<file path="src/rtl/vend_pkg.sv">
// rtl/vend_pkg.sv - shared coin codes, selection error codes and controller states
package vend_pkg;

  localparam logic [1:0] COIN_NONE = 2'b00;
  localparam logic [1:0] COIN_C1   = 2'b01;
  localparam logic [1:0] COIN_C2   = 2'b10;
  localparam logic [1:0] COIN_C3   = 2'b11;

  localparam logic [1:0] SEL_OK        = 2'b00;
  localparam logic [1:0] SEL_NO_CREDIT = 2'b01;
  localparam logic [1:0] SEL_SOLD_OUT  = 2'b10;
  localparam logic [1:0] SEL_BUSY      = 2'b11;

  typedef enum logic {
    IDLE   = 1'b0,
    PAYOUT = 1'b1
  } state_t;

endpackage

</file>
<file path="src/rtl/change_dispenser.sv">
// rtl/change_dispenser.sv - combinational greedy picker: largest coin not exceeding the remainder
module change_dispenser
  import vend_pkg::*;
#(
  parameter int CREDIT_W = 8,
  parameter int COIN1    = 5,
  parameter int COIN2    = 10,
  parameter int COIN3    = 25
) (
  input  logic [CREDIT_W-1:0] remain_i,
  output logic [1:0]          coin_o,
  output logic [CREDIT_W-1:0] value_o
);

  localparam logic [CREDIT_W-1:0] V1 = CREDIT_W'(COIN1);
  localparam logic [CREDIT_W-1:0] V2 = CREDIT_W'(COIN2);
  localparam logic [CREDIT_W-1:0] V3 = CREDIT_W'(COIN3);

  // Each candidate only wins if it fits and beats the best so far, so coin ordering is free.
  always_comb begin
    coin_o  = COIN_NONE;
    value_o = '0;
    if (remain_i >= V1 && V1 > value_o) begin
      coin_o  = COIN_C1;
      value_o = V1;
    end
    if (remain_i >= V2 && V2 > value_o) begin
      coin_o  = COIN_C2;
      value_o = V2;
    end
    if (remain_i >= V3 && V3 > value_o) begin
      coin_o  = COIN_C3;
      value_o = V3;
    end
  end

endmodule

</file>
<file path="src/rtl/vend_ctrl_param.sv">
// rtl/vend_ctrl_param.sv - multi-item vending controller with saturating credit,
// per-item stock and one-coin-per-cycle change payout
module vend_ctrl_param
  import vend_pkg::*;
#(
  parameter int NUM_ITEMS  = 4,
  parameter int ID_W       = (NUM_ITEMS > 1) ? $clog2(NUM_ITEMS) : 1,
  parameter int CREDIT_W   = 8,
  parameter int STOCK_W    = 4,
  parameter int COIN1      = 5,
  parameter int COIN2      = 10,
  parameter int COIN3      = 25,
  parameter logic [NUM_ITEMS*CREDIT_W-1:0] PRICES = {8'd50, 8'd35, 8'd25, 8'd15},
  parameter int INIT_STOCK = 5
) (
  input  logic                clk,
  input  logic                rst_n,
  input  logic [1:0]          coin,
  input  logic                select_valid,
  input  logic [ID_W-1:0]     select_id,
  input  logic                cancel,
  input  logic                refill_valid,
  input  logic [ID_W-1:0]     refill_id,
  input  logic [STOCK_W-1:0]  refill_cnt,
  output logic                item_valid,
  output logic [ID_W-1:0]     item_id,
  output logic [1:0]          change_coin,
  output logic                busy,
  output logic [CREDIT_W-1:0] credit,
  output logic                coin_reject,
  output logic [1:0]          sel_err
);

  state_t                state_q, state_d;
  logic [CREDIT_W-1:0]   credit_q, credit_d;
  logic [STOCK_W-1:0]    stock_q [NUM_ITEMS];
  logic [STOCK_W-1:0]    stock_d [NUM_ITEMS];
  logic                  item_valid_q, item_valid_d;
  logic [ID_W-1:0]       item_id_q, item_id_d;
  logic [1:0]            change_coin_q, change_coin_d;
  logic                  busy_q, busy_d;
  logic                  coin_reject_q, coin_reject_d;
  logic [1:0]            sel_err_q, sel_err_d;

  logic [1:0]            pick_coin;
  logic [CREDIT_W-1:0]   pick_value;
  logic [CREDIT_W-1:0]   coin_value;
  logic [CREDIT_W:0]     coin_sum;
  logic [CREDIT_W-1:0]   price_sel;
  logic                  sel_in_range;
  logic [STOCK_W:0]      refill_sum;

  change_dispenser #(
    .CREDIT_W (CREDIT_W),
    .COIN1    (COIN1),
    .COIN2    (COIN2),
    .COIN3    (COIN3)
  ) u_change_dispenser (
    .remain_i (credit_q),
    .coin_o   (pick_coin),
    .value_o  (pick_value)
  );

  always_comb begin
    case (coin)
      COIN_C1: coin_value = CREDIT_W'(COIN1);
      COIN_C2: coin_value = CREDIT_W'(COIN2);
      COIN_C3: coin_value = CREDIT_W'(COIN3);
      default: coin_value = '0;
    endcase
  end

  assign coin_sum     = {1'b0, credit_q} + {1'b0, coin_value};
  assign price_sel    = PRICES[int'(select_id)*CREDIT_W +: CREDIT_W];
  assign sel_in_range = int'(select_id) < NUM_ITEMS;
  assign refill_sum   = {1'b0, stock_q[refill_id]} + {1'b0, refill_cnt};

  always_comb begin
    state_d       = state_q;
    credit_d      = credit_q;
    stock_d       = stock_q;
    item_valid_d  = 1'b0;
    item_id_d     = '0;
    change_coin_d = COIN_NONE;
    busy_d        = 1'b0;
    coin_reject_d = 1'b0;
    sel_err_d     = SEL_OK;

    if (refill_valid && int'(refill_id) < NUM_ITEMS) begin
      stock_d[refill_id] = refill_sum[STOCK_W] ? '1 : refill_sum[STOCK_W-1:0];
    end

    case (state_q)
      IDLE: begin
        if (cancel && credit_q != '0) begin
          state_d       = PAYOUT;
          coin_reject_d = (coin != COIN_NONE);
        end else if (select_valid) begin
          coin_reject_d = (coin != COIN_NONE);
          if (!sel_in_range || stock_q[select_id] == '0) begin
            sel_err_d = SEL_SOLD_OUT;
          end else if (credit_q < price_sel) begin
            sel_err_d = SEL_NO_CREDIT;
          end else begin
            item_valid_d       = 1'b1;
            item_id_d          = select_id;
            // Builds on any same-cycle refill so the decrement follows the saturation.
            stock_d[select_id] = stock_d[select_id] - 1'b1;
            credit_d           = credit_q - price_sel;
            if (credit_q != price_sel) state_d = PAYOUT;
          end
        end else if (coin != COIN_NONE) begin
          if (coin_sum[CREDIT_W]) coin_reject_d = 1'b1;
          else                    credit_d      = coin_sum[CREDIT_W-1:0];
        end
      end
      PAYOUT: begin
        coin_reject_d = (coin != COIN_NONE);
        if (select_valid) sel_err_d = SEL_BUSY;
        change_coin_d = pick_coin;
        // A remainder below the smallest coin cannot be paid; drop it rather than stall.
        credit_d      = (pick_value == '0) ? '0 : credit_q - pick_value;
        if (credit_d == '0) state_d = IDLE;
      end
      default: state_d = IDLE;
    endcase

    busy_d = (state_d == PAYOUT);
  end

  always_ff @(posedge clk or negedge rst_n) begin
    if (!rst_n) begin
      state_q       <= IDLE;
      credit_q      <= '0;
      item_valid_q  <= 1'b0;
      item_id_q     <= '0;
      change_coin_q <= COIN_NONE;
      busy_q        <= 1'b0;
      coin_reject_q <= 1'b0;
      sel_err_q     <= SEL_OK;
      for (int i = 0; i < NUM_ITEMS; i++) stock_q[i] <= STOCK_W'(INIT_STOCK);
    end else begin
      state_q       <= state_d;
      credit_q      <= credit_d;
      item_valid_q  <= item_valid_d;
      item_id_q     <= item_id_d;
      change_coin_q <= change_coin_d;
      busy_q        <= busy_d;
      coin_reject_q <= coin_reject_d;
      sel_err_q     <= sel_err_d;
      for (int i = 0; i < NUM_ITEMS; i++) stock_q[i] <= stock_d[i];
    end
  end

  assign item_valid  = item_valid_q;
  assign item_id     = item_id_q;
  assign change_coin = change_coin_q;
  assign busy        = busy_q;
  assign credit      = credit_q;
  assign coin_reject = coin_reject_q;
  assign sel_err     = sel_err_q;

endmodule
</file>
<file path="config.mk">
export PLATFORM = sky130hd
export DESIGN_NAME = vend_ctrl_param
export DESIGN_NICKNAME = d
export VERILOG_FILES = /design/src/rtl/vend_pkg.sv /design/src/rtl/change_dispenser.sv /design/src/rtl/vend_ctrl_param.sv
export SDC_FILE = /design/constraint.sdc
export NUM_CORES = 1
export LEC_CHECK = 0
export BUFFER_PORTS_ARGS = -buffer_cell sky130_fd_sc_hd__buf_4
export CAP_MARGIN = 25
export CORE_ASPECT_RATIO = 0.75
export CORE_MARGIN = 1.5
export CORE_UTILIZATION = 24
export DETAILED_ROUTE_END_ITERATION = 16
export PLACE_DENSITY_LB_ADDON = 0.2
export SYNTH_ARGS = -nofsm -noshare
export SYNTH_HDL_FRONTEND = slang
export SYNTH_SLANG_ARGS = --single-unit
</file>
<file path="constraint.sdc">
create_clock -name clk -period 3.3 [get_ports clk]
set_input_delay 0.33 -clock clk [delete_from_list [all_inputs] [get_ports clk]]
set_output_delay 0.33 -clock clk [all_outputs]
set_load 0.01 [all_outputs]
</file>
==> reports/qor.txt, run 1 <==
POWER AND IR DROP
------------------------------------------------------------------------------------------
Sequential power share                                                               22.5%
Static power due to leakage                                                        1.66 nW
Proportion of total power due to net switching                                       45.0%
Part of the total power dissipated in the clock network                              12.3%
Power per unit of standard cell area                                           959 nW/um^2
Peak supply drop                                                                0.000241 V
Overall Power                                                                      3.69 mW
Part of the total power dissipated in combinational logic                            65.1%
Reported net switching power                                                       1.66 mW
Total internal power                                                               2.03 mW

GLOBAL ROUTING
------------------------------------------------------------------------------------------
Combined global-route utilization of all metal layers                                14.1%
First-pass GRT wire length                                                       15,100 um
Via count of the first global-routing pass                                           2,748
Number of antenna violations at the first check in global routing                        0
Pin count of the biggest net entering global routing                                    34
Total congestion overflow after global routing                                           0

LAYOUT
------------------------------------------------------------------------------------------
Final-layout fill cell count                                                         1,316
Post-synthesis to final-layout area growth                                           23.8%
Area of the multi-input gates                                                   2150 sq um
Area of all placed cells without fillers                                        3840 sq um
Share of layout cells above drive strength 1                                         25.8%
Antenna diode instance count                                                             0
Count of placed standard cells in the final layout, fillers left out                   557
Final Net Count                                                                        430
Storage element area                                                             836 sq um

OUTCOME
------------------------------------------------------------------------------------------
Status                                                                        finished, violations left
Violated checks                                                               negative hold slack

CLOCK NETWORK
------------------------------------------------------------------------------------------
CTS tree                                                                               yes
Maximum clock path buffer count                                                          2
Hold-fix buffers, CTS                                                                    0
Worst skew pair latency                                                            0.28 ns
CTS Buf Count                                                                            5
Clock edge transition at the registers on the reported setup and hold paths        0.06 ns
H-Tree Level Count                                                                       2
Clock tree root driver cell                                                      clkbuf_16
Sinks on the clock net                                                                  33

CRITICAL PATH
------------------------------------------------------------------------------------------
Critical path start-end classification                                          reg -> reg
Critical path peak fanout                                                                4
Worst path top cell family by delay                                           multiplexers
Count of buffering cells on the critical path with inverters included                    1
Slowest-stage cell, CP                                                              mux4_1
Required time at the endpoint of the critical path                                 3.45 ns
Cell-by-cell trace of the critical path                                       mux4_1 > ha_1 > inv_1 > fa_2 > a21boi_0 > mux2_4 > a31oi_2 > mux4_2 > and4bb_1 > xnor2_2 > mux2i_1
Critical Path AT                                                                   3.29 ns
Launching element type of the critical path                                           flop
Crit path capture type                                                                flop
Beginning of the worst register-to-register path                                stock_q[8]
Largest stage delay on the critical path                                           0.50 ns
Reg-to-reg critical path endpoint                                              stock_q[11]
Number of cells on the worst reg-to-reg path                                            11
Flop-to-flop setup slack                                                           0.16 ns

SYNTH
------------------------------------------------------------------------------------------
Gate Count Post-Synth                                                                  341
Yosys reg bits                                                                          33
Share of flip-flops with an asynchronous set or reset after synthesis                 100%
Top FF cell, synth                                                                 dfrtp_1
Count of flip-flops with a built-in enable after synthesis                               0
Syn_nets                                                                               381
Area of the mapped netlist                                                      3100 sq um
Sequential area share after synthesis                                                26.9%
Warnings, synthesis                                                                      0
Average size of a mapped cell                                                   9.10 sq um
Netlist cell types                                                                      67

PLACED DESIGN
------------------------------------------------------------------------------------------
Final GP Congestion                                                                  0.858
Count of placed standard cells including taps                                          548
Instance area at placement                                                      3640 sq um
Hpwl dp                                                                            7340 um
Worst slack after detailed placement                                            -0.0282 ns
Number of buffers inserted by port buffering                                            31

ROUTING
------------------------------------------------------------------------------------------
Via count                                                                            2,777
Average vias per placed instance                                                      4.99
Total wirelength of the detailed-routed design                                     9210 um
Antenna violation net count after detailed routing                                       0
Initial DRC Count                                                                      238
Routed wirelength normalized by instance count                                     16.5 um
Drt first pass iters                                                                     5
Remaining design rule violation count                                                    0

TIMING
------------------------------------------------------------------------------------------
Achievable frequency                                                               318 MHz
Setup violation total in the final timing report                                         0
Slack of the critical path                                                        0.156 ns
Fin Setup TNS                                                                         0 ns
Max-slew violation count                                                                 0
Worst Hold Slack                                                               -0.00232 ns
Worst-Margin Slew                                                                 0.595 ns
Minimum clock period                                                               3.14 ns
Relative slew margins                                                                60.4%
Number of hold violations in the final report                                            4
Worst Skew                                                                      0.00634 ns
Final clock period utilization by the worst path                                     95.3%

FLOW RUN
------------------------------------------------------------------------------------------
# Max-Cap Violations                                                                     0

MIN PATH
------------------------------------------------------------------------------------------
Worst Hold Class                                                               in -> async

FLOORPLAN
------------------------------------------------------------------------------------------
Initial core utilization                                                             25.0%
Die X                                                                               134 um
Height of the die                                                                   101 um
Top-Level Pins                                                                          32
Placeable Area                                                                12,400 sq um
Row count                                                                               35
Area enclosed by the die boundary                                             13,600 sq um

==> layer usage <==
| metal | vias to the layer above | track usage [%] | routed length, um |
|---|---|---|---|
| met4 | 0 | 2.98 | 80 |
| met3 | 9 | 1.85 | 451 |
| met1 | 1327 | 23.2 | 5170 |
| met2 | 79 | 18.8 | 3510 |
| met5 | - | 0 | 0 |
| li1 | 1362 | - | - |
==> cells in the mapped netlist (3+ instances only) <==
cell      count  share of area [%]
nor2_1       31                3.7
dfrtp_1      25                 20
a21oi_1      23                3.7
o21ai_0      23                3.7
ha_1         21                8.5
nand2_1      20                2.4
inv_1        19                2.3
mux2i_1      14                4.5
a31oi_1       8                1.6
dfstp_2       8                6.8
a211oi_1      7                1.7
clkbuf_1      7               0.85
nor3_1        7                1.1
xnor2_1       7                2.0
a21o_1        6                1.5
nand2b_1      6                1.2
mux4_2        5                3.6
nor2b_1       5                1.0
nor4_1        5                1.0
o22ai_1       5                1.0
o31a_1        5                1.4
or3_1         5                1.0
and2_1        4               0.81
buf_2         4               0.64
fa_1          4                2.6
nand3_1       4               0.64
o21a_1        4               0.97
buf_6         3                1.1
mux2_4        3                1.5
nor2_2        3               0.60
xor2_1        3               0.85
==> flip-flops by register name, indices dropped and copies added, names as in the netlist <==
| signal | flops |
|---|---|
| stock_q | 16 |
| coin_reject | 1 |
| change_coin | 2 |
| busy | 1 |
| item_id | 2 |
| credit | 8 |
| sel_err | 2 |
| item_valid | 1 |
==> kinds of logic (layout without fill, tap and decap cells) <==
family | after synthesis | count (layout) | synth area share [%]
AND/OR/NAND/NOR | 112 | 112 | 21.1
AO/OA/AOI/OAI | 99 | 99 | 20.6
buffers and inverters | 36 | 86 | 5.36
flip-flops | 33 | 33 | 26.9
adder cells (fa/ha/maj) | 25 | 25 | 11.0
multiplexers | 25 | 25 | 11.6
XOR/XNOR | 11 | 11 | 3.35
==> final cells by class <==
type / count / share of cell area [%]
Multi-Input combinational cell: 272 / 56.0
Sequential cell: 33 / 21.8
Timing Repair Buffer: 57 / 11.1
Tap cell: 166 / 5.41
Clock buffer: 7 / 3.45
Inverter: 21 / 2.05
Clock inverter: 1 / 0.195
==> cells in the final DEF, fill, tap and decap left out, types with 7 or more instances in the layout <==
cell,n
buf_4,57
nor2_1,31
dfrtp_1,25
a21oi_1,23
o21ai_0,23
ha_1,21
nand2_1,20
inv_1,19
mux2i_1,14
dfstp_2,8
a211oi_1,7
nor3_1,7
==> power by group through the flow <==
stage               Clock [mW]  Combinational [mW]  Sequential [mW]
global route             0.474                2.67            0.851
detailed placement           0                2.29            0.823
floorplan                    0                1.56            0.792
global placement             0                2.29            0.835
CTS                      0.460                2.31            0.821
finish                   0.455                2.40            0.830
==> metrics by stage <==
stage / hold WS, ns / util [%]
6_report: -0.00232 / 30.9
5_1_grt: 0.0345 / 30.9
4_1_cts: 0.0151 / 30.4
3_5_place_dp: 0.314 / 29.3
3_3_place_gp: 0.310 / 29.3
2_1_floorplan: 0.0344 / -
==> worst max-delay path by stage <==
stage | start | endpoint | slack, ns | cells after the start
after floorplan | refill_id[0] | stock_q[11] | 0.25 | 12
after global placement | select_id[0] | credit[3] | 0.003 | 12
after detailed placement | refill_id[0] | stock_q[11] | -0.03 | 12
after CTS | stock_q[4] | stock_q[14] | 0.03 | 11
after global routing | stock_q[8] | stock_q[11] | -0.0003 | 11
final | stock_q[8] | stock_q[11] | 0.16 | 11
==> what timing repair did <==
item / 4_1_cts / 5_1_grt
setup buffers: 0 / 1
resized for setup: 0 / 8
endpoints found under the hold margin: 0 / 0
setup endpoints to repair: 0 / 12
(Power assumes the default switching activity.)
==> inputs of run 2 (changes only) <==
--- a/config.mk
+++ b/config.mk
@@ -14,4 +14,5 @@
 export PLACE_DENSITY_LB_ADDON = 0.2
 export SYNTH_ARGS = -nofsm -noshare
 export SYNTH_HDL_FRONTEND = slang
+export SYNTH_HIERARCHICAL = 1
 export SYNTH_SLANG_ARGS = --single-unit
==> run 2 against run 1 <==
Effect of this change: the flow now finishes without violations; via count up 7.5%; sequential share of layout area decreased by 1.6 points; worst hold slack better by 0.015 ns; critical path depth rose by 1; critical endpoint is now stock_q[3]; combinational power barely moved; cell count is 5.9% higher; setup slack worse by 0.057 ns; highest routed layer unchanged.
==> reports/qor.txt, run 2 <==
SYNTH
------------------------------------------------------------------------------------------
Area of the mapped netlist                                                      3220 sq um   was 3100 sq um
Most used standard cell by instance count after synthesis                           nor2_1   unchanged
Sequential area share after synthesis                                                26.0%   was 26.9%
Gate Count Post-Synth                                                                  355   was 341
Top cells by instance count after synthesis                                   nor2_1 (34), dfrtp_1 (25), inv_1 (25), a21oi_1 (23), ha_1 (23)   was nor2_1 (31), dfrtp_1 (25), a21oi_1 (23), o21ai_0 (23), ha_1 (21)
Netlist cell types                                                                      61   was 67
Average size of a mapped cell                                                   9.07 sq um   was 9.10 sq um
Cell type with the largest total area after synthesis                              dfrtp_1   unchanged
Count of flip-flops with a built-in enable after synthesis                               0   unchanged
Yosys reg bits                                                                          33   unchanged
Area share of the leading cell type in the synthesized netlist                       19.4%   was 20.2%
Top FF cell, synth                                                                 dfrtp_1   unchanged
Warnings, synthesis                                                                      6   was 0
Largest cells by area after synthesis                                         dfrtp_1 (19%), ha_1 (8.9%), dfstp_2 (6.5%)   was dfrtp_1 (20%), ha_1 (8.5%), dfstp_2 (6.8%)
Share of flip-flops with an asynchronous set or reset after synthesis                 100%   unchanged

TIMING
------------------------------------------------------------------------------------------
Slack of the critical path                                                       0.0989 ns   was 0.156 ns
Worst Hold Slack                                                                 0.0124 ns   was -0.00232 ns
RSZ-0062 raised after global routing                                                  true
Max-slew violation count                                                                 0   unchanged
Minimum clock period                                                               3.20 ns   was 3.14 ns
Achievable frequency                                                               312 MHz   was 318 MHz
Setup violation total in the final timing report                                         0   unchanged
Worst Skew                                                                       0.0103 ns   was 0.00634 ns
Final clock period utilization by the worst path                                     97.0%   was 95.3%
Number of hold violations in the final report                                            0   was 4

PLACED DESIGN
------------------------------------------------------------------------------------------
Worst slack after detailed placement                                             -0.128 ns   was -0.0282 ns
Final GP Congestion                                                                  0.884   was 0.858
Number of buffers inserted by port buffering                                            31   unchanged
Instance area at placement                                                      3870 sq um   was 3640 sq um
Hpwl dp                                                                            7850 um   was 7340 um

CRITICAL PATH
------------------------------------------------------------------------------------------
Critical path peak fanout                                                                4   unchanged
Cell-by-cell trace of the critical path                                       mux4_2 > ha_4 > inv_2 > fa_2 > buf_6 > a21boi_2 > mux2_4 > a31oi_4 > mux4_2 > nor4_4 > xnor2_2 > mux2i_1   was mux4_1 > ha_1 > inv_1 > fa_2 > a21boi_0 > mux2_4 > a31oi_2 > mux4_2 > and4bb_1 > xnor2_2 > mux2i_1
Slowest-stage cell, CP                                                              mux4_2   was mux4_1
Crit path capture type                                                                flop   unchanged
Worst path top cell family by delay                                           multiplexers   unchanged
Reg-to-reg critical path endpoint                                               stock_q[3]   was stock_q[11]
Flop-to-flop setup slack                                                            0.1 ns   was 0.16 ns
Largest stage delay on the critical path                                           0.52 ns   was 0.50 ns
Critical Path Stages                                                                    12   was 11
Critical path capture point                                                     stock_q[3]   was stock_q[11]
Count of buffering cells on the critical path with inverters included                    2   was 1
Critical path start-end classification                                          reg -> reg   unchanged
Critical Path AT                                                                   3.35 ns   was 3.29 ns
Beginning of the worst register-to-register path                                stock_q[0]   was stock_q[8]
Number of cells on the worst reg-to-reg path                                            12   was 11
Launching element type of the critical path                                           flop   unchanged
CP startpoint                                                                   stock_q[0]   was stock_q[8]
Required time at the endpoint of the critical path                                 3.45 ns   about the same
Cell with the most instances on the worst path                                      mux4_2

LAYOUT
------------------------------------------------------------------------------------------
Most used cells in the layout excluding fill and tap cells                    buf_4 (66), nor2_1 (33), dfrtp_1 (25)   was buf_4 (57), nor2_1 (31), dfrtp_1 (25)
Share of layout cells above drive strength 1                                         30.3%   was 25.8%
Antenna diode instance count                                                             0   unchanged
Area of the multi-input gates                                                   2340 sq um   was 2150 sq um
Post-synthesis to final-layout area growth                                           29.1%   was 23.8%
Number of flip-flops in the largest register                                            16   unchanged
Post-Route Utilization                                                               31.8%   was 30.9%
Register with the most flip-flops                                                  stock_q   unchanged
Final-layout fill cell count                                                         1,372   was 1,316
Most frequent standard cell in the layout excluding fill and tap cells               buf_4   unchanged
Final Net Count                                                                        460   was 430
Area of all placed cells without fillers                                        4160 sq um   was 3840 sq um
Storage element area                                                             836 sq um   unchanged

FLOORPLAN
------------------------------------------------------------------------------------------
Area enclosed by the die boundary                                             14,100 sq um   was 13,600 sq um
Initial core utilization                                                             24.7%   was 25.0%
Die X                                                                               137 um   was 134 um
Row count                                                                               36   was 35
Top-Level Pins                                                                          32   unchanged
Placeable Area                                                                13,100 sq um   was 12,400 sq um
Height of the die                                                                   103 um   was 101 um

GLOBAL ROUTING
------------------------------------------------------------------------------------------
Total congestion overflow after global routing                                           0   unchanged
Via count of the first global-routing pass                                           2,859   was 2,748
First-pass GRT wire length                                                       15,600 um   was 15,100 um
Pin count of the biggest net entering global routing                                    34   unchanged
Number of antenna violations at the first check in global routing                        0   unchanged
Combined global-route utilization of all metal layers                                14.6%   was 14.1%

MIN PATH
------------------------------------------------------------------------------------------
Worst Hold Class                                                               in -> async   unchanged

CLOCK NETWORK
------------------------------------------------------------------------------------------
CTS Buf Count                                                                            5   unchanged
Clock tree root driver cell                                                      clkbuf_16   unchanged
Worst skew pair latency                                                            0.27 ns   was 0.28 ns
Sinks on the clock net                                                                  33   unchanged
Maximum clock path buffer count                                                          2   unchanged
CTS tree                                                                               yes   unchanged
Clock edge transition at the registers on the reported setup and hold paths        0.06 ns   about the same
Hold-fix buffers, CTS                                                                    0   unchanged
H-Tree Level Count                                                                       2   unchanged

ROUTING
------------------------------------------------------------------------------------------
Antenna violation net count after detailed routing                                       0   unchanged
Via count                                                                            2,984   was 2,777
Remaining design rule violation count                                                    0   unchanged
Initial DRC Count                                                                      165   was 238
Drt first pass iters                                                                     5   unchanged
Total wirelength of the detailed-routed design                                     9880 um   was 9210 um
Routed wirelength normalized by instance count                                     16.7 um   was 16.5 um
Average vias per placed instance                                                      5.06   was 4.99

POWER AND IR DROP
------------------------------------------------------------------------------------------
Power per unit of standard cell area                                           862 nW/um^2   was 959 nW/um^2
Static power due to leakage                                                        1.82 nW   was 1.66 nW
Peak supply drop                                                                0.000256 V   was 0.000241 V

OUTCOME
------------------------------------------------------------------------------------------
Status                                                                        complete, no violations   was finished, violations left

FLOW RUN
------------------------------------------------------------------------------------------
# Max-Cap Violations                                                                     0   unchanged

run 2: layout make-up:
| type | count | area share, % |
|---|---|---|
| multi-input cells | 284 | 56.2 |
| repair buffers | 69 | 12.9 |
| inverters | 25 | 2.26 |
| flip-flops and latches | 33 | 20.1 |
| well taps | 171 | 5.15 |
| clock inverters | 2 | 0.241 |
| clock buffers | 6 | 3.10 |
run 2: repair_timing:
action | CTS | global route
setup buffers | 0 | 2
pin swaps | 0 | 6
gates resized for setup | 1 | 30
setup endpoints to repair | 1 | 15
run 2: power by group:
part	switching [mW]	internal [mW]	total [mW]
clock	0.177	0.277	0.454
combinational	1.26	1.13	2.39
sequential	0.160	0.580	0.740
run 2: how the worst min path moves through the flow:
stage / start / end / slack (ns) / cells after the start
floorplan: rst_n / busy / 0.03 / 0
global placement: rst_n / item_id[1] / 0.32 / 1
detailed placement: rst_n / stock_q[5] / 0.32 / 1
CTS: rst_n / change_coin[1] / 0.03 / 1
global route: rst_n / sel_err[0] / 0.04 / 1
finish: rst_n / sel_err[0] / 0.01 / 1
run 2: per-stage QoR:
step / setup TNS [ns] / instances / total power [mW]
after floorplan: 0 / 357 / 2.18
after global placement: -0.0453 / 580 / 2.97
after detailed placement: -0.709 / 580 / 2.95
after CTS: 0 / 588 / 3.43
after global routing: -0.0880 / 590 / 3.89
final: 0 / 590 / 3.58
run 2: logic make-up after synthesis:
kind of cell | Yosys count | synth area share [%]
other cells | 1 | 0.116
simple gates | 112 | 20.2
fa+ha+maj | 27 | 11.4
buf+inv | 40 | 5.75
compound gates | 100 | 21.1
mux | 28 | 11.7
xor+xnor | 14 | 3.81
flops | 33 | 26.0
run 2: per-layer routing:
metal | up-vias | track usage (%) | share of wire, %
met5 | - | 0 | 0
met4 | 0 | 3.11 | 1.3
met3 | 11 | 2.24 | 6.0
met2 | 87 | 21.3 | 42
met1 | 1459 | 22.4 | 51
li1 | 1427 | - | -
